### src/rtl/mine_pkg.sv
// Shared types, widths and the tile-snap helper for the mine controller.
package mine_pkg;

  localparam int unsigned DEFAULT_TILE_BITS = 5;
  localparam int unsigned FRAME_CNT_W       = 8;
  localparam int unsigned SCREEN_COORD_W    = 11;

  typedef enum logic [1:0] {
    IDLE,
    ARMED,
    EXPLODING,
    COOLDOWN
  } mine_state_t;

  // Round to the nearest tile, saturating at the right/bottom screen edge.
  function automatic logic [SCREEN_COORD_W-1:0] snap_coord(
    input logic [SCREEN_COORD_W-1:0] p,
    input int unsigned               tile_bits
  );
    logic [SCREEN_COORD_W:0]   sum;
    logic [SCREEN_COORD_W-1:0] sat;
    logic [SCREEN_COORD_W-1:0] mask;
    sum  = {1'b0, p} + (SCREEN_COORD_W + 1)'(1 << (tile_bits - 1));
    sat  = sum[SCREEN_COORD_W] ? {SCREEN_COORD_W{1'b1}} : sum[SCREEN_COORD_W-1:0];
    mask = {SCREEN_COORD_W{1'b1}} << tile_bits;
    return sat & mask;
  endfunction

endpackage

### src/rtl/frame_timer.sv
// Frame-counted down-counter; expires on the frame pulse seen while at 1.
module frame_timer
  import mine_pkg::*;
(
  input  logic                   clk,
  input  logic                   resetN,
  input  logic                   load,
  input  logic [FRAME_CNT_W-1:0] value,
  input  logic                   startOfFrame,
  output logic                   expire
);

  logic [FRAME_CNT_W-1:0] cnt;

  always_ff @(posedge clk) begin
    if (!resetN) begin
      cnt <= '0;
    end else if (load) begin
      cnt <= value;
    end else if (startOfFrame && (cnt > FRAME_CNT_W'(1))) begin
      cnt <= cnt - FRAME_CNT_W'(1);
    end
  end

  assign expire = (cnt == FRAME_CNT_W'(1)) && startOfFrame;

endmodule

### src/rtl/mine_controller.sv
// Drop-key to placed mine: tile snap, fuse, explosion window and cooldown.
module mine_controller
  import mine_pkg::*;
#(
  parameter int unsigned FUSE_FRAMES     = 120,
  parameter int unsigned EXPLODE_FRAMES  = 30,
  parameter int unsigned COOLDOWN_FRAMES = 15,
  parameter int unsigned TILE_BITS       = DEFAULT_TILE_BITS
) (
  input  logic                      clk,
  input  logic                      resetN,
  input  logic                      startOfFrame,
  input  logic                      drop_req,
  input  logic [SCREEN_COORD_W-1:0] playerX,
  input  logic [SCREEN_COORD_W-1:0] playerY,
  input  logic                      chain_hit,
  output logic                      bomb_exist,
  output logic                      bomb_exploded,
  output logic [SCREEN_COORD_W-1:0] topLeftX,
  output logic [SCREEN_COORD_W-1:0] topLeftY,
  output logic                      explode_pulse,
  output logic                      busy
);

  mine_state_t            state_q, state_d;
  logic                   drop_req_d;
  logic                   drop_rise;
  logic                   load;
  logic [FRAME_CNT_W-1:0] load_val;
  logic                   accept;
  logic                   expire;

  assign drop_rise = drop_req & ~drop_req_d;

  frame_timer u_timer (
    .clk          (clk),
    .resetN       (resetN),
    .load         (load),
    .value        (load_val),
    .startOfFrame (startOfFrame),
    .expire       (expire)
  );

  always_comb begin
    state_d  = state_q;
    load     = 1'b0;
    load_val = FRAME_CNT_W'(FUSE_FRAMES);
    accept   = 1'b0;
    case (state_q)
      IDLE: begin
        if (drop_rise) begin
          state_d  = ARMED;
          load     = 1'b1;
          load_val = FRAME_CNT_W'(FUSE_FRAMES);
          accept   = 1'b1;
        end
      end
      ARMED: begin
        if (expire || chain_hit) begin
          state_d  = EXPLODING;
          load     = 1'b1;
          load_val = FRAME_CNT_W'(EXPLODE_FRAMES);
        end
      end
      EXPLODING: begin
        if (expire) begin
          if (COOLDOWN_FRAMES == 0) begin
            state_d = IDLE;
          end else begin
            state_d  = COOLDOWN;
            load     = 1'b1;
            load_val = FRAME_CNT_W'(COOLDOWN_FRAMES);
          end
        end
      end
      COOLDOWN: begin
        if (expire) state_d = IDLE;
      end
      default: state_d = IDLE;
    endcase
  end

  // Outputs are decoded from the next state so they change on the transition edge.
  always_ff @(posedge clk) begin
    if (!resetN) begin
      state_q       <= IDLE;
      drop_req_d    <= 1'b0;
      bomb_exist    <= 1'b0;
      bomb_exploded <= 1'b0;
      explode_pulse <= 1'b0;
      busy          <= 1'b0;
      topLeftX      <= '0;
      topLeftY      <= '0;
    end else begin
      state_q       <= state_d;
      drop_req_d    <= drop_req;
      bomb_exist    <= (state_d == ARMED);
      bomb_exploded <= (state_d == EXPLODING);
      explode_pulse <= (state_q == ARMED) && (state_d == EXPLODING);
      busy          <= (state_d != IDLE);
      if (accept) begin
        topLeftX <= snap_coord(playerX, TILE_BITS);
        topLeftY <= snap_coord(playerY, TILE_BITS);
      end
    end
  end

endmodule

### config.mk
export PLATFORM = sky130hd
export DESIGN_NAME = mine_controller
export DESIGN_NICKNAME = d
export VERILOG_FILES = /design/src/rtl/mine_pkg.sv /design/src/rtl/frame_timer.sv /design/src/rtl/mine_controller.sv
export SDC_FILE = /design/constraint.sdc
export NUM_CORES = 1
export LEC_CHECK = 0
export CORE_ASPECT_RATIO = 2
export CORE_UTILIZATION = 46
export CTS_CLUSTER_DIAMETER = 60
export CTS_CLUSTER_SIZE = 12
export DETAILED_ROUTE_END_ITERATION = 8
export PLACE_DENSITY = 0.89
export SLEW_MARGIN = 20
export SYNTH_ARGS = -nofsm -noshare
export SYNTH_HDL_FRONTEND = slang
export SYNTH_HIERARCHICAL = 1
export SYNTH_SLANG_ARGS = --single-unit
### constraint.sdc
create_clock -name clk -period 3.2 [get_ports clk]
set_input_delay 0.64 -clock clk [delete_from_list [all_inputs] [get_ports clk]]
set_output_delay 0.64 -clock clk [all_outputs]
set_load 0.02 [all_outputs]
==> metrics.txt, run 1 <==
result of the run=finished, final reports clean; sequential-to-total area share from yosys stat=roughly a third; post-synthesis cell area=around 1600 um^2; initial antenna violation count=0; total net switching power=roughly 0.00031 W; Syn-to-layout area delta=23.9%; filler cell count=roughly 310; number of nets with antenna violations after routing=0; CP max stage delay=about 0.6 ns; placed wire-length estimate after detailed placement=2990 um; CP most frequent cell=nor2b_1; clock root buffer=clkbuf_8; GRT Util Overall=about 22%; worst-skew pair later-pin latency=roughly 0.27 ns; CP Max Fanout=7; arrival time at the worst endpoint=roughly 2.5 ns; count of synthesis-stage warnings from yosys=6; ANT cells=0; Peak supply drop=~330 uV; share of power burned in registers=around 44%; Inserted Clock Buffers=3; MaxCap Viol Count=0; startpoint types=flip-flop; CTS Hold Bufs=0; reg-to-reg critical path startpoint=u_timer/cnt[4]; vias in the first global route=1499; drc violations=0; Die Span X=44.1 um; sw frac=approximately 34%; total grt overflow=0; launch point of the worst hold path=topLeftY[9]; first-pass GRT wire length=6510 um; critical path, cell by cell=or4_1, nor3_1, buf_4, nor2b_1, or4_4, and4_4, nor2b_1; Crit Path Class=reg -> reg; worst hold-check path type=reg -> reg; Initial DRT Pass Iterations=6; worst hold slack=roughly 0.49 ns; H-tree Lvls=1; final count of pins violating max slew=0; I/O pins=53; final worst-path cycle share=roughly three quarters; placer congestion estimate=between 0.8 and 0.9; share of power burned in the clock network=between 20% and 30%; most common library cell in the layout ignoring fill and taps=clkdlybuf4s50_1; Bufs and invs on worst path=1; Max-slew headroom=slightly above 40%; clock tree from TritonCTS=built; number of I/O port buffers=34; # nets final=approximately 270; Post-Route Skew=0.00485 ns; count of flip-flops with a built-in enable after synthesis=0; required time reported for the critical path endpoint=around 3.4 ns; total wire length after detailed routing=roughly 3800 um; number of violations reported at the end of detailed-routing iteration 0=32; combinational cell fraction of total power=roughly a third; critical path's slowest cell=or4_1; Cell variety after synth=48; pin count of the biggest net entering global routing=25; nature of the critical path endpoint=flip-flop; area inside the core boundary=between 3000 and 4000 um^2; initial core utilization=roughly half; pin slew with the least headroom to its limit=0.888 ns; proportion of layout cells with a drive suffix above 1=5.49%; maximum clock frequency=about 420 MHz; ratio of routed vias to standard cells=5.86; clock slew at the register clock pins of the worst setup and hold paths=roughly 0.09 ns; wire per inst=~14 um; flip-flop and latch count after synthesis=27; internal power contribution=approximately 0.0006 W; unrepaired setup endpoints after global routing=no; Resize count post-CTS=0; Final setup viols=0; vias=around 1600; number of sinks driven by the clock tree=27; crit path from=u_timer/cnt[4]; synthesized area per cell=approximately 8.1 um^2; row cnt=30; P per Cell Area=roughly 450 nW/um^2; Largest delay share family, worst path=simple AND/OR/NAND/NOR gates; hold violation total from the final report=0; final critical path time including I/O delays and setup=~2.4 ns; Static Leak=0.818 nW; height of the chip=about 86 um; commonest non-fill, non-tap cells in the layout=clkdlybuf4s50_1, dfxtp_1, o21ai_0, a21oi_1, inv_1; Die Area=around 3800 um^2; maximum buffer depth of the clock tree=2; Post-synth ARST share=0%; Total Negative Setup Slacks=0 ns; dominant synthesized flop cell=dfxtp_1; number of instances in the synthesized netlist=202; Post CTS Setup Buffer Count=0
==> cell type report <==
class | count | area (um^2) | share of cell area [%]
multi-input combinational | 155 | 975 | 48.2
tap | 32 | 40.0 | 1.98
sequential | 27 | 541 | 26.7
timing repair buffer | 38 | 370 | 18.3
clock buffer | 3 | 41.3 | 2.04
inverter | 13 | 48.8 | 2.41
clock inverter | 1 | 5.00 | 0.248
==> stage by stage <==
stage | instance area (um^2) | setup WS [ns] | power (W) | std cells | util [%]
2_1_floorplan | 1670 | 0.755 | 0.000624 | 212 | -
3_3_place_gp | 1970 | 0.601 | 0.000721 | 265 | 58.4
3_5_place_dp | 1970 | 0.553 | 0.000730 | 265 | 58.4
4_1_cts | 2020 | 0.825 | 0.000925 | 269 | 59.8
5_1_grt | 2020 | 0.635 | 0.000982 | 269 | 59.8
6_report | 2020 | 0.811 | 0.000917 | 269 | 59.8
==> power groups by stage <==
stage          registers [W]  logic [W]  clock network, W
6_report            0.000407   0.000319          0.000191
5_1_grt             0.000414   0.000354          0.000215
4_1_cts             0.000407   0.000318          0.000200
3_5_place_dp        0.000414   0.000316                 0
3_3_place_gp        0.000412   0.000309                 0
2_1_floorplan       0.000429   0.000195                 0
==> synthesized netlist by cell type, types with 4 or more instances <==
cell type  count  area share, %
and3_1         4            1.5
nand3_1       11            3.4
dfxtp_1       27             33
nand2_1       11            2.5
inv_1         13            3.0
o21ai_0       21            6.4
clkbuf_1       5            1.2
a211o_1        4            2.1
a21oi_1       17            5.2
ha_1           9            6.9
nor2_1         6            1.4
buf_4         10            4.6
nor3_1         6            1.8
a31oi_1        4            1.5
==> worst min-delay path, cell delays in order (launching register included) <==
cell     delay (ns)
dfxtp_1        0.32
nand3_1        0.06
o31ai_1        0.06
==> flip-flops by register name, summed over array words and instances, names as in the netlist <==
signal         flops
busy               1
bomb_exist         1
topLeftY           6
state_q            2
topLeftX           6
bomb_exploded      1
explode_pulse      1
u_timer/cnt        8
drop_req_d         1
==> layer usage <==
metal | routed length [um] | share of wire (%) | global-route usage (%)
met5 | 0 | 0 | 0
met3 | 104 | 2.7 | 2.71
met1 | 1350 | 35 | 20.2
met2 | 2300 | 60 | 43.9
met4 | 72 | 1.9 | 11.6
==> cell families (layout without fill, tap and decap cells) <==
logic type	Yosys count	count (layout)	synth area share (%)
xor+xnor	5	5	2.69
fa+ha+maj	9	9	6.91
other cells	2	12	0.461
flops	27	27	33.2
mux	1	1	0.614
compound gates	62	62	23.5
simple gates	66	66	23.3
buf+inv	30	55	9.36
==> path summary, 6_finish.rpt <==
| check | slack, ns | cells after the start | endpoint |
|---|---|---|---|
| max | 0.81 | 7 | bomb_exploded |
| min | 0.49 | 2 | topLeftY[9] |
| max reg2reg | 0.81 | 7 | bomb_exploded |
| min reg2reg | 0.49 | 2 | topLeftY[9] |
Note: power is estimated with default switching activity, not from simulation.
==> run 2: changes to the inputs <==
Settings changed: CORE_UTILIZATION 46 to 41, PLACE_DENSITY 0.89 to 0.84.
Clock period 3.2 ns to 1.9 ns, I/O delays scaled along.
==> metrics.txt, run 2 (synthesis gave the netlist of run 1 again) <==
violations in the final reports=negative setup slack; Most Crowded Layer GR=met2; hold violation total from the final report=0 (unchanged); FF-to-FF setup slack=-0.17 ns (-0.98 ns); placer congestion estimate=0.849 (-0.86%); vias in the first global route=1714 (+14%); placed wire-length estimate after detailed placement=3230 um (+8.2%); Peak supply drop=599 uV (+84%); worst hold-check path type=reg -> reg; Final setup viols=13 (+13); clock tree from TritonCTS=built; initial core utilization=42.4% (-5.8 points); total net switching power=0.000613 W (+96%); pin count of the biggest net entering global routing=30 (+20%); H-tree Lvls=1 (unchanged); Post-Route Skew=0.00705 ns (+0.00220 ns); vias=1736 (+10%); Power, Total=0.00176 W (+92%); GRT Util Overall=22.5% (+0.26 points); required time reported for the critical path endpoint=2.08 ns (-1.27 ns); met3 usage in global routing=2.98% (+0.27 points); Die Area=4250 um^2 (+12%); most common library cell in the layout ignoring fill and taps=clkdlybuf4s50_1; maximum buffer depth of the clock tree=2 (unchanged); I/O pins=53 (unchanged); clock root buffer=clkbuf_8; clock slew at the register clock pins of the worst setup and hold paths=0.10 ns (about the same); result of the run=complete, but fails checks; ratio of routed vias to standard cells=5.48 (-6.6%); proportion of layout cells with a drive suffix above 1=21.8% (+16 points); height of the chip=91.2 um (+5.8%); Syn-to-layout area delta=46.7%; number of violations reported at the end of detailed-routing iteration 0=44 (+38%); wire per inst=14.1 um (-0.67%); met2 track demand over resource in global routing=42.7% (-1.1 points); flip-flop count of the largest register, all copies and words added=8 (unchanged); CTS Hold Bufs=0 (unchanged); MaxCap Viol Count=0 (unchanged); Static Leak=0.993 nW (+21%); path depth of the worst reg2reg path=6 (-1); final critical path time including I/O delays and setup=2.07 ns (-0.316 ns); combinational cell fraction of total power=43.2% (+8.4 points); maximum clock frequency=482 MHz (+15%); area inside the core boundary=3840 um^2 (+14%); Inserted Clock Buffers=3 (unchanged); row cnt=32 (+6.7%); Initial DRT Pass Iterations=4 (-2); share of power burned in registers=38.1% (-6.3 points); Final WS setup=-0.173 ns (-0.984 ns); drc violations=0 (unchanged); initial antenna violation count=0 (unchanged); final worst-path cycle share=109% (+34 points); nature of the critical path endpoint=flip-flop; arrival time at the worst endpoint=2.26 ns (-0.28 ns); Die Span X=46.6 um (+5.7%); Crit Reg-Reg Endpoint=busy; Critical path destination=busy; # nets final=303 (+11%); final count of pins violating max slew=0 (unchanged); commonest non-fill, non-tap cells in the layout=clkdlybuf4s50_1, buf_4, dfxtp_1, a21oi_1, o21ai_0; worst-skew pair later-pin latency=0.28 ns (about the same); internal power contribution=0.00115 W (+90%); number of sinks driven by the clock tree=27 (unchanged); P per Cell Area=736 nW/um^2 (+62%); unrepaired setup endpoints after global routing=yes; Crit Path Class=reg -> reg; sw frac=34.9% (+0.67 points); met1 track demand over resource in global routing=20.4% (+0.19 points); Reg with most FFs=u_timer/cnt; startpoint types=flip-flop; number of nets with antenna violations after routing=0 (unchanged); number of I/O port buffers=34 (unchanged); total grt overflow=0 (unchanged); ANT cells=0 (unchanged); share of power burned in the clock network=18.7% (-2.2 points); worst hold slack=0.480 ns (-0.00612 ns); cell count after placement=307 (+16%); top flop regs=u_timer/cnt x8, topLeftX x6, topLeftY x6; Total Negative Setup Slacks=-1.47 ns (-1.47 ns); DP Worst Slack=-0.243 ns (-0.796 ns); reg-to-reg critical path startpoint=u_timer/cnt[7]; total wire length after detailed routing=4480 um (+17%); final cell count without fillers=317 (+18%); CP Max Fanout=3 (-4); crit path from=u_timer/cnt[7]; first-pass GRT wire length=7150 um (+9.9%)
-- run 2: through the flow --
step / util (%) / area [um^2]
CTS: 61.0 / 2350
global placement: 57.2 / 2200
detailed placement: 57.2 / 2200
floorplan: - / 1690
global route: 62.2 / 2390
finish: 62.2 / 2390
-- run 2: power groups by stage --
stage / clock network [W] / registers, W / logic (W)
floorplan: 0 / 0.000725 / 0.000346
global placement: 0 / 0.000680 / 0.000662
detailed placement: 0 / 0.000682 / 0.000679
CTS: 0.000336 / 0.000670 / 0.000733
global route: 0.000358 / 0.000678 / 0.000817
finish: 0.000329 / 0.000670 / 0.000761
-- run 2: layer usage --
| layer | part of all wire [%] | up-vias | routed length [um] |
|---|---|---|---|
| met5 | 0 | - | 0 |
| met4 | 3.8 | 0 | 171 |
| met3 | 3.4 | 19 | 153 |
| met2 | 60 | 45 | 2670 |
| met1 | 33 | 828 | 1480 |
| li1 | - | 844 | - |
-- run 2: repair_timing --
item,in CTS,in global routing
setup endpoints to repair,10,14
gates resized for setup,15,8
pin swaps,12,8
setup buffers,5,1
-- run 2: how the worst min path moves through the flow --
| stage | start | end | slack [ns] | cells past startpoint |
|---|---|---|---|---|
| after floorplan | u_timer/cnt[1] | u_timer/cnt[1] | 0.48 | 2 |
| after global placement | topLeftX[10] | topLeftX[10] | 0.45 | 2 |
| after detailed placement | topLeftY[9] | topLeftY[9] | 0.47 | 2 |
| after CTS | topLeftY[9] | topLeftY[9] | 0.48 | 2 |
| after global routing | topLeftX[10] | topLeftX[10] | 0.52 | 2 |
| final | topLeftX[10] | topLeftX[10] | 0.48 | 2 |
-- run 2: critical path, cell delays in order, from the launching register on --
cell     delay (ns)
dfxtp_2        0.33
or4_4          0.56
nor3_4         0.21
nor2b_2        0.09
or4_4          0.43
and4_4         0.22
a21o_1         0.14
-- run 2: final cells by class --
| type | instances | area [um^2] |
|---|---|---|
| clock buffer | 3 | 41.3 |
| clock inverter | 1 | 5.00 |
| fill | 355 | 1450 |
| inverter | 13 | 53.8 |
| multi-input combinational | 155 | 1070 |
| sequential | 27 | 542 |
| tap | 51 | 63.8 |
| timing repair buffer | 67 | 616 |
==> run 3: changes to the inputs <==
Settings changed: MAX_ROUTING_LAYER set to met4, SLEW_MARGIN 20 to 30.
==> metrics.txt, run 3 (synthesis gave the netlist of run 1 again) <==
result of the run=complete, but fails checks; violations in the final reports=negative setup slack; required time reported for the critical path endpoint=2.10 ns (+0.02 ns); GRT Util Overall=23.1% (+0.60 points); clock root buffer=clkbuf_8; launch point of the worst hold path=topLeftX[10]; sw frac=34.8% (about the same); initial core utilization=42.4% (unchanged); endpoint of the worst hold-timing path=topLeftX[10]; maximum buffer depth of the clock tree=2 (unchanged); Largest delay share family, worst path=simple AND/OR/NAND/NOR gates; Final WS setup=-0.178 ns (-0.00451 ns); combinational cell fraction of total power=43.3% (about the same); vias=1738 (+0.12%); share of power burned in the clock network=18.5% (-0.2 points); area occupied by multi-input gates=1060 um^2 (-0.70%); Final setup viols=13 (unchanged); most common library cell in the layout ignoring fill and taps=clkdlybuf4s50_1; H-tree Lvls=1 (unchanged); top flop regs=u_timer/cnt x8, topLeftX x6, topLeftY x6; CP most frequent cell=buf_6; first-pass GRT wire length=7170 um (+0.29%); Peak supply drop=599 uV (about the same); cell count after placement=307 (unchanged); final count of pins violating max slew=0 (unchanged); initial antenna violation count=0 (unchanged); clock tree from TritonCTS=built; area post-placement=2200 um^2 (unchanged); total grt overflow=0 (unchanged); placed wire-length estimate after detailed placement=3230 um (unchanged); Post-Route Skew=0.00717 ns (+0.000121 ns); CTS Hold Bufs=0 (unchanged); row cnt=32 (unchanged); reg-to-reg critical path startpoint=u_timer/cnt[7]; I/O pins=53 (unchanged); Power, Total=0.00176 W (-0.13%); number of sinks driven by the clock tree=27 (unchanged); worst hold-check path type=reg -> reg; ratio of routed vias to standard cells=5.48 (+0.12%); filler cell count=357 (+0.56%); pin count of the biggest net entering global routing=30 (unchanged); final cell count without fillers=317 (unchanged); CP max stage delay=0.56 ns (about the same); wire per inst=14.4 um (+2.1%); drc violations=0 (unchanged); height of the chip=91.2 um (unchanged); MaxCap Viol Count=0 (unchanged); P per Cell Area=737 nW/um^2 (+0.18%); proportion of layout cells with a drive suffix above 1=21.8% (unchanged); Initial DRT Pass Iterations=4 (unchanged); area inside the core boundary=3840 um^2 (unchanged); # nets final=303 (unchanged); Inserted Clock Buffers=3 (unchanged); share of power burned in registers=38.1% (about the same); final critical path time including I/O delays and setup=2.08 ns (+0.00451 ns); final worst-path cycle share=109% (+0.24 points); nature of the critical path endpoint=flip-flop; flip-flop count of the largest register, all copies and words added=8 (unchanged); commonest non-fill, non-tap cells in the layout=clkdlybuf4s50_1, buf_4, dfxtp_1, a21oi_1, o21ai_0; Die Area=4250 um^2 (unchanged); post-route cell area=2380 um^2 (-0.31%); FF-to-FF setup slack=-0.18 ns (about the same); startpoint types=flip-flop; Bufs and invs on worst path=3 (+3); Syn-to-layout area delta=46.2%; Reg with most FFs=u_timer/cnt; arrival time at the worst endpoint=2.27 ns (about the same); critical path, cell by cell=or4_4, nor3_4, buf_6, o21ai_2, a31oi_1, buf_4, buf_6, nor2_1, a211oi_1; number of nets with antenna violations after routing=0 (unchanged); number of I/O port buffers=34 (unchanged); Crit Reg-Reg Endpoint=u_timer/cnt[5]; internal power contribution=0.00114 W (about the same); unrepaired setup endpoints after global routing=yes; vias in the first global route=1712 (-0.12%); worst-skew pair later-pin latency=0.27 ns (about the same); Static Leak=0.992 nW (-0.11%); critical path's slowest cell=or4_4; maximum clock frequency=481 MHz (-0.22%); hold violation total from the final report=0 (unchanged); total net switching power=0.000612 W (-0.22%); Die Span X=46.6 um (unchanged); CP Max Fanout=7 (+4); total wire length after detailed routing=4580 um (+2.1%); clock slew at the register clock pins of the worst setup and hold paths=0.09 ns (about the same); combined flip-flop and latch cell area=542 um^2 (unchanged); ANT cells=0 (unchanged); number of violations reported at the end of detailed-routing iteration 0=45 (+2.3%); path depth of the worst reg2reg path=9 (+3); Crit Path Class=reg -> reg; depth of the worst hold-timing path=2 (unchanged); placer congestion estimate=0.863 (+1.6%)
-- run 3: cell count changes in the layout (fill, tap and decap cells not counted) --
cell     change
o21ai_2      +1
o21ai_4      -1
-- run 3: worst max path at each step --
stage / start / end / slack, ns / cells after the start
floorplan: u_timer/cnt[7] / busy / -0.09 / 6
global placement: startOfFrame / busy / -0.24 / 7
detailed placement: startOfFrame / bomb_exploded / -0.24 / 7
CTS: u_timer/cnt[7] / busy / -0.10 / 6
global route: u_timer/cnt[7] / u_timer/cnt[5] / -0.22 / 9
finish: u_timer/cnt[7] / u_timer/cnt[5] / -0.18 / 9
-- run 3: what timing repair did --
action	CTS	global route
endpoints found under the setup margin	10	14
hold endpoints to repair	0	0
pin swaps	12	8
gates resized for setup	15	7
buffers inserted	5	1
-- run 3: tightest hold or removal path: cells and delay by family (launching register included) --
family          cells  cell delay, ns
compound gates      1            0.06
flops               1            0.32
simple gates        1            0.05
-- run 3: final cells by class --
| class | instances | share of cell area, % |
|---|---|---|
| well taps | 51 | 2.68 |
| flip-flops and latches | 27 | 22.7 |
| multi-input cells | 155 | 44.6 |
| clock inverters | 1 | 0.210 |
| repair buffers | 67 | 25.8 |
| inverters | 13 | 2.26 |
| clock buffers | 3 | 1.73 |
-- run 3: layer usage --
layer	up-vias	wire length [um]	track usage (%)
met2	61	2740	42.7
met4	0	143	11.3
met1	818	1550	21.0
li1	843	-	-
met3	16	141	2.19
met5	-	0	-
-- run 3: power by group through the flow --
stage / combinational (W) / clock [W] / sequential (W)
6_report: 0.000761 / 0.000325 / 0.000670
5_1_grt: 0.000814 / 0.000358 / 0.000679
2_1_floorplan: 0.000346 / 0 / 0.000725
3_3_place_gp: 0.000662 / 0 / 0.000680
4_1_cts: 0.000733 / 0.000336 / 0.000670
3_5_place_dp: 0.000679 / 0 / 0.000682
-- run 3: through the flow --
step	hold WS, ns	utilization (%)	setup TNS [ns]	setup slack (ns)
finish	0.481	62.0	-1.65	-0.178
global route	0.521	62.0	-2.04	-0.219
CTS	0.484	61.0	-0.542	-0.101
detailed placement	0.468	57.2	-2.17	-0.243
global placement	0.453	57.2	-1.98	-0.241
floorplan	0.478	-	-0.286	-0.0895
